### config.mk
export PLATFORM = sky130hd
export DESIGN_NAME = regfile_wb_scheduler
export DESIGN_NICKNAME = d
export VERILOG_FILES = /design/src/rtl/regfile_wb_scheduler_pkg.sv /design/src/rtl/regfile_wb_scheduler_scoreboard.sv /design/src/rtl/regfile_wb_scheduler.sv
export SDC_FILE = /design/constraint.sdc
export NUM_CORES = 1
export LEC_CHECK = 0
export BUFFER_PORTS_ARGS = -buffer_cell sky130_fd_sc_hd__buf_2
export CORE_MARGIN = 3
export CORE_UTILIZATION = 51
export CTS_CLUSTER_SIZE = 25
export DETAILED_ROUTE_END_ITERATION = 16
export GPL_TIMING_DRIVEN = 1
export PLACE_DENSITY = 0.8
export SLEW_MARGIN = 20
export SYNTH_ARGS = -nofsm -noshare
export SYNTH_HDL_FRONTEND = slang
export SYNTH_SLANG_ARGS = --single-unit
### constraint.sdc
create_clock -name clk -period 3.9 [get_ports clk]
set_input_delay 0.585 -clock clk [delete_from_list [all_inputs] [get_ports clk]]
set_output_delay 0.585 -clock clk [all_outputs]
set_load 0.02 [all_outputs]
### src/rtl/regfile_wb_scheduler_pkg.sv
// regfile_wb_scheduler_pkg: shared register-file geometry for the writeback scheduler.
package regfile_wb_scheduler_pkg;
    localparam int REG_ADDR_W = 5;
    localparam int DATA_W = 32;
    localparam int NUM_REGS = 32;
    localparam logic [REG_ADDR_W-1:0] ZERO_REG = 5'd0;
endpackage

### src/rtl/regfile_wb_scheduler_scoreboard.sv
// regfile_scoreboard: pending-write bitmap and outstanding count for long-unit destinations.
//   set_en/set_wa : a long op issued (count always bumps, bit set only for wa!=0)
//   clr_en/clr_wa : a long result drained to the register file
//   rs/rt/wa      : issue-side lookup addresses -> rs_pend/rt_pend/wa_pend
//   full          : MAX_LONG ops already outstanding
//   cnt/pending   : raw state, exported for checking
module regfile_scoreboard
    import regfile_wb_scheduler_pkg::*;
#(
    parameter int MAX_LONG = 4,
    parameter int CNT_W = 3
) (
    input  logic                  clk,
    input  logic                  rst_n,
    input  logic                  set_en,
    input  logic [REG_ADDR_W-1:0] set_wa,
    input  logic                  clr_en,
    input  logic [REG_ADDR_W-1:0] clr_wa,
    input  logic [REG_ADDR_W-1:0] rs,
    input  logic [REG_ADDR_W-1:0] rt,
    input  logic [REG_ADDR_W-1:0] wa,
    output logic                  rs_pend,
    output logic                  rt_pend,
    output logic                  wa_pend,
    output logic                  full,
    output logic [CNT_W-1:0]      cnt,
    output logic [NUM_REGS-1:0]   pending
);
    logic [NUM_REGS-1:0] pend_nxt;

    // Set after clear: the two addresses never coincide because WAW blocks issue to a pending register.
    always_comb begin
        pend_nxt = pending;
        if (clr_en) pend_nxt[clr_wa] = 1'b0;
        if (set_en) pend_nxt[set_wa] = 1'b1;
        pend_nxt[ZERO_REG] = 1'b0;
    end

    always_ff @(posedge clk or negedge rst_n) begin
        if (!rst_n) begin
            pending <= '0;
            cnt <= '0;
        end else begin
            pending <= pend_nxt;
            cnt <= cnt + CNT_W'(set_en) - CNT_W'(clr_en);
        end
    end

    always_comb begin
        rs_pend = pending[rs];
        rt_pend = pending[rt];
        wa_pend = pending[wa];
        full = cnt == CNT_W'(MAX_LONG);
    end
endmodule

### src/rtl/regfile_wb_scheduler.sv
// regfile_wb_scheduler: shares the register-file write port between pipeline writeback and a long unit.
//   issue_*          : decode-side instruction; issue_stall holds decode on RAW/WAW/capacity hazards
//   pipe_we/wa/wd    : pipeline writeback, fixed priority on the write port
//   long_valid/wa/wd : long-unit result offer; long_ready accepts into a one-entry buffer
//   rf_we/wa/wd      : register file write port
module regfile_wb_scheduler
    import regfile_wb_scheduler_pkg::*;
#(
    parameter int MAX_LONG = 4,
    parameter int CNT_W = 3
) (
    input  logic                  clk,
    input  logic                  rst_n,
    input  logic                  issue_valid,
    input  logic [REG_ADDR_W-1:0] issue_rs,
    input  logic [REG_ADDR_W-1:0] issue_rt,
    input  logic                  issue_uses_rs,
    input  logic                  issue_uses_rt,
    input  logic                  issue_we,
    input  logic [REG_ADDR_W-1:0] issue_wa,
    input  logic                  issue_long,
    output logic                  issue_stall,
    input  logic                  pipe_we,
    input  logic [REG_ADDR_W-1:0] pipe_wa,
    input  logic [DATA_W-1:0]     pipe_wd,
    input  logic                  long_valid,
    input  logic [REG_ADDR_W-1:0] long_wa,
    input  logic [DATA_W-1:0]     long_wd,
    output logic                  long_ready,
    output logic                  rf_we,
    output logic [REG_ADDR_W-1:0] rf_wa,
    output logic [DATA_W-1:0]     rf_wd
);
    logic                  buf_v;
    logic [REG_ADDR_W-1:0] buf_wa;
    logic [DATA_W-1:0]     buf_wd;
    logic                  pipe_act;
    logic                  drain;
    logic                  set_en;
    logic                  rs_pend;
    logic                  rt_pend;
    logic                  wa_pend;
    logic                  full;
    logic [CNT_W-1:0]      cnt;
    logic [NUM_REGS-1:0]   pending;

    regfile_scoreboard #(.MAX_LONG(MAX_LONG), .CNT_W(CNT_W)) u_sb (
        .clk(clk),
        .rst_n(rst_n),
        .set_en(set_en),
        .set_wa(issue_wa),
        .clr_en(drain),
        .clr_wa(buf_wa),
        .rs(issue_rs),
        .rt(issue_rt),
        .wa(issue_wa),
        .rs_pend(rs_pend),
        .rt_pend(rt_pend),
        .wa_pend(wa_pend),
        .full(full),
        .cnt(cnt),
        .pending(pending)
    );

    // A pipeline write to $0 leaves the port free for a drain; reset also silences the port.
    always_comb begin
        long_ready = !buf_v;
        pipe_act = rst_n && pipe_we && pipe_wa != ZERO_REG;
        drain = buf_v && !pipe_act;
        rf_we = pipe_act || (drain && buf_wa != ZERO_REG);
        rf_wa = pipe_act ? pipe_wa : drain ? buf_wa : ZERO_REG;
        rf_wd = pipe_act ? pipe_wd : drain ? buf_wd : '0;
        issue_stall = issue_valid && ((issue_uses_rs && rs_pend) || (issue_uses_rt && rt_pend)
                      || (issue_we && wa_pend) || (issue_we && issue_long && full));
        set_en = issue_valid && !issue_stall && issue_we && issue_long;
    end

    // Accept requires an empty buffer, so accept and drain never share an edge.
    always_ff @(posedge clk or negedge rst_n) begin
        if (!rst_n) begin
            buf_v <= 1'b0;
            buf_wa <= ZERO_REG;
            buf_wd <= '0;
        end else if (long_valid && long_ready) begin
            buf_v <= 1'b1;
            buf_wa <= long_wa;
            buf_wd <= long_wd;
        end else if (drain) begin
            buf_v <= 1'b0;
        end
    end

    assert property (@(posedge clk) disable iff (!rst_n) !(drain && cnt == '0));
    assert property (@(posedge clk) disable iff (!rst_n) !(long_valid && long_wa != ZERO_REG && !pending[long_wa]));
endmodule

==> flow_summary.yaml <==
clocking:
  clock_latency_ns: 0.34
  numCtsBuffers: 9
  post_cts_buffers: 0
  cts_tree: "done"
  cts_htree_levels: 3
  cts.repair.resized: 0
  ctsLongestPathBuffers: 2
  clock-sinks: 72
  clk_pin_slew_worst_paths_ns: 0.08
  root_buffer: "clkbuf_8"
  cts_hold_buf: 0
critical_path:
  worst-path-max-fanout: 9
  crit_path_max_incr_delay_ns: 0.55
  cp.required_ns: 3.31
  ff2ff_path_depth: 9
  worst-endpoint-arrival_ns: 2.68
  crit_slowest_cell: "mux4_2"
  start_kind: "input port"
  r2r_slack_ns: 1.17
  cp_cell_sequence: "buf_2 -> mux4_2 -> mux2i_1 -> o211ai_1 -> or3_1 -> a21oi_2 -> nand2_4 -> and2_1 -> buf_2"
  path_common_cell: "buf_2"
  r2r_start: "u_sb.pending[13]"
  r2r_end: "u_sb.cnt[1]"
  critPathKind: "in2out"
  end_kind: "primary output"
synthesis:
  synthSimpleGateAreaFrac_pct: 16.56
  yosysSeqAreaShare_pct: 40.49
  ys_seq_elements: 72
  synth_area_um2: 4449
  synth_fa_ha_area_share_pct: 1.012
  synth_area_per_cell_um2: 9.589
  yosys_warnings: 0
  synth_mux_area_share_pct: 21.71
  syn_nets: 565
  ys_types: 49
  synth_compound_area_share_pct: 15.72
  synthXorXnorAreaFrac_pct: 0.3937
  synth_top_family_by_area: "multiplexers"
  syn_inst: 464
placement:
  gp_congestion: 1.012
  hpwl_mm: 9.485
  io_buffers: 137
  postPlaceCellArea_um2: 5152
global_routing:
  grt_pass1_vias: 4201
  antenna_found_initial: 0
  grt_use_total_pct: 26.31
  grt_pass1_wl_mm: 20.51
  grt_max_degree: 75
  gr-total-overflow: 0
detailed_routing:
  ant_nets: 0
  wl_mm: 12.65
  via_count: 4074
  dr.pass1.iters: 5
  drt_iter0_markers: 355
  drc: 0
  vias_per_cell: 5.896
  wire_per_inst_um: 18.31
floorplanning:
  die_height_um: 99.40
  core_um2: 8341
  die_w_um: 99.40
  die_area_um2: 9880
  rows: 33
  initial_core_util_pct: 53.35
  io_pins: 138
sta:
  maxSlewViolCount: 0
  final_hold_viol_count: 0
  rsz0062_at_grt: "false"
  whs_ns: 0.4636
  tns_ns: 0
  finalCriticalPeriod_ns: 3.268
  slew_headroom_pct: 27.88
  period_share_pct: 83.80
  worst_pin_slew_ns: 1.080
  setup_viol: 0
  fmax_mhz: 306.0
  clock_skew_ns: 0.01081
run_status:
  status: "completed"
finish:
  fin_area_um2: 5405
  syn_to_final_growth_pct: 21.48
  diodes: 0
  fin_util_pct: 64.81
  final_nets: 682
  drive_above_1_share_pct: 38.74
power:
  irDropWorstVdd_v: 0.0002718
  powerDensity_nw_per_um2: 451.1
  leakagePower_nw: 2.435
  total_power_w: 0.002438
hold_path:
  worstHoldStart: "long_wd[10]"
  hold_class: "in2reg"
  min_to: "buf_wd[10]"
  worst_hold_path.num_cells: 2
job:
  maxCapViolations: 0
==> cells in the final DEF, fill, tap and decap left out, types with 2 or more instances in the layout <==
cell type  synthesis  routed
nor3_1             7       7
nor3b_1            2       2
buf_4              1       5
nor2b_1            8       7
nor4_1             2       2
mux2_2            42      42
buf_2              5     137
xnor2_1            2       2
o21ai_1           16      16
mux4_2            17      17
or3_1              4       4
nand3_1           15      15
o22ai_1            2       2
o41ai_1            3       3
nand2_1           92      92
nand2b_1           7       7
mux2i_1           11      11
ha_1               2       2
dfrtp_1           72      72
o31ai_1            9       9
or2_1              2       2
o21ai_0           70      70
nor2_1            11      11
bufinv_16          0       3
clkbuf_8           0      10
inv_1              6       6
nand3b_1           3       3
or3b_2             2       2
==> how the worst max path moves through the flow <==
stage | from | to | depth (start not counted)
after floorplan | issue_rt[1] | u_sb.cnt[1] | 11
after global placement | issue_wa[0] | issue_stall | 9
after detailed placement | issue_rs[0] | issue_stall | 9
after CTS | issue_rs[0] | issue_stall | 9
after global routing | issue_wa[0] | issue_stall | 9
final | issue_rs[0] | issue_stall | 9
==> layer usage <==
layer	global-route usage [%]	share of wire, %	routed length, µm
met1	33.49	39	4993
met2	41.53	47	5898
met5	0	0	0
met3	8.976	11	1435
met4	10.29	2.5	321
==> report_power, final <==
group	switching (W)	leakage, nW	internal, W	total [W]
logic	0.000364	1.41	0.000316	0.000680
clock network	0.000287	0.123	0.000446	0.000733
registers	0.000138	0.898	0.000887	0.00103
==> metrics by stage <==
step / setup slack (ns) / std cells
final: 0.6319 / 691
after global routing: 0.5250 / 691
after CTS: 0.6194 / 691
after detailed placement: 0.6175 / 675
after global placement: 0.6888 / 675
after floorplan: 0.7295 / 464
==> kinds of logic after synthesis <==
group           count (synthesis)
xor+xnor                        2
flops                          72
mux                            70
buf+inv                        42
compound gates                115
simple gates                  160
fa+ha+maj                       3
==> sequential cells by signal, summed over array words and instances (netlist names) <==
signal / cells
buf_wd: 32
u_sb.pending: 31
buf_wa: 5
u_sb.cnt: 3
buf_v: 1
==> critical path, delay by kind of cell <==
kind                   cells  cell delay (ns)
AOI/OAI and AO/OA          2             0.34
buffers and inverters      2             0.41
muxes                      2             0.70
and+or+nand+nor            3             0.63
==> area by class of cell <==
| type | count | area (µm²) |
|---|---|---|
| Fill cell | 678 | 2935 |
| Multi-Input combinational cell | 350 | 2474 |
| Sequential cell | 72 | 1802 |
| Timing Repair Buffer | 142 | 723.2 |
| Clock buffer | 10 | 137.6 |
| Tap cell | 105 | 131.4 |
| Clock inverter | 6 | 115.1 |
| Inverter | 6 | 22.52 |
==> synth_stat cells, drive strengths merged <==
library cell / n / area [µm²]
mux2i: 11 / 110.1
a31o: 1 / 8.760
and4: 1 / 8.760
or3b: 2 / 17.52
mux2: 42 / 473.0
o311a: 2 / 20.02
a32o: 1 / 10.01
buf: 12 / 70.06
xnor2: 2 / 17.52
and2: 1 / 6.260
nand2: 93 / 356.6
inv: 6 / 22.52
o31ai: 10 / 88.83
a211oi: 1 / 7.510
nand3b: 3 / 22.52
nand2b: 7 / 43.79
mux4: 17 / 382.9
o21ai: 87 / 439.2
or3: 4 / 25.02
o211ai: 1 / 7.510
o21bai: 1 / 7.510
o41ai: 4 / 53.81
nor2b: 8 / 50.05
fa: 1 / 20.02
ha: 2 / 25.02
nand3: 15 / 75.07
nand4: 1 / 6.260
a221o: 1 / 10.01
o22ai: 2 / 12.51
a311oi: 1 / 8.760
a21oi: 1 / 8.760
a21o: 1 / 7.510
nor2: 11 / 41.29
nand4b: 1 / 8.760
clkbuf: 24 / 90.09
a221oi: 1 / 8.760
nor3: 7 / 35.03
nor3b: 2 / 15.01
nor4: 2 / 12.51
or2: 2 / 12.51
dfrtp: 72 / 1802
(Power assumes the default switching activity.)
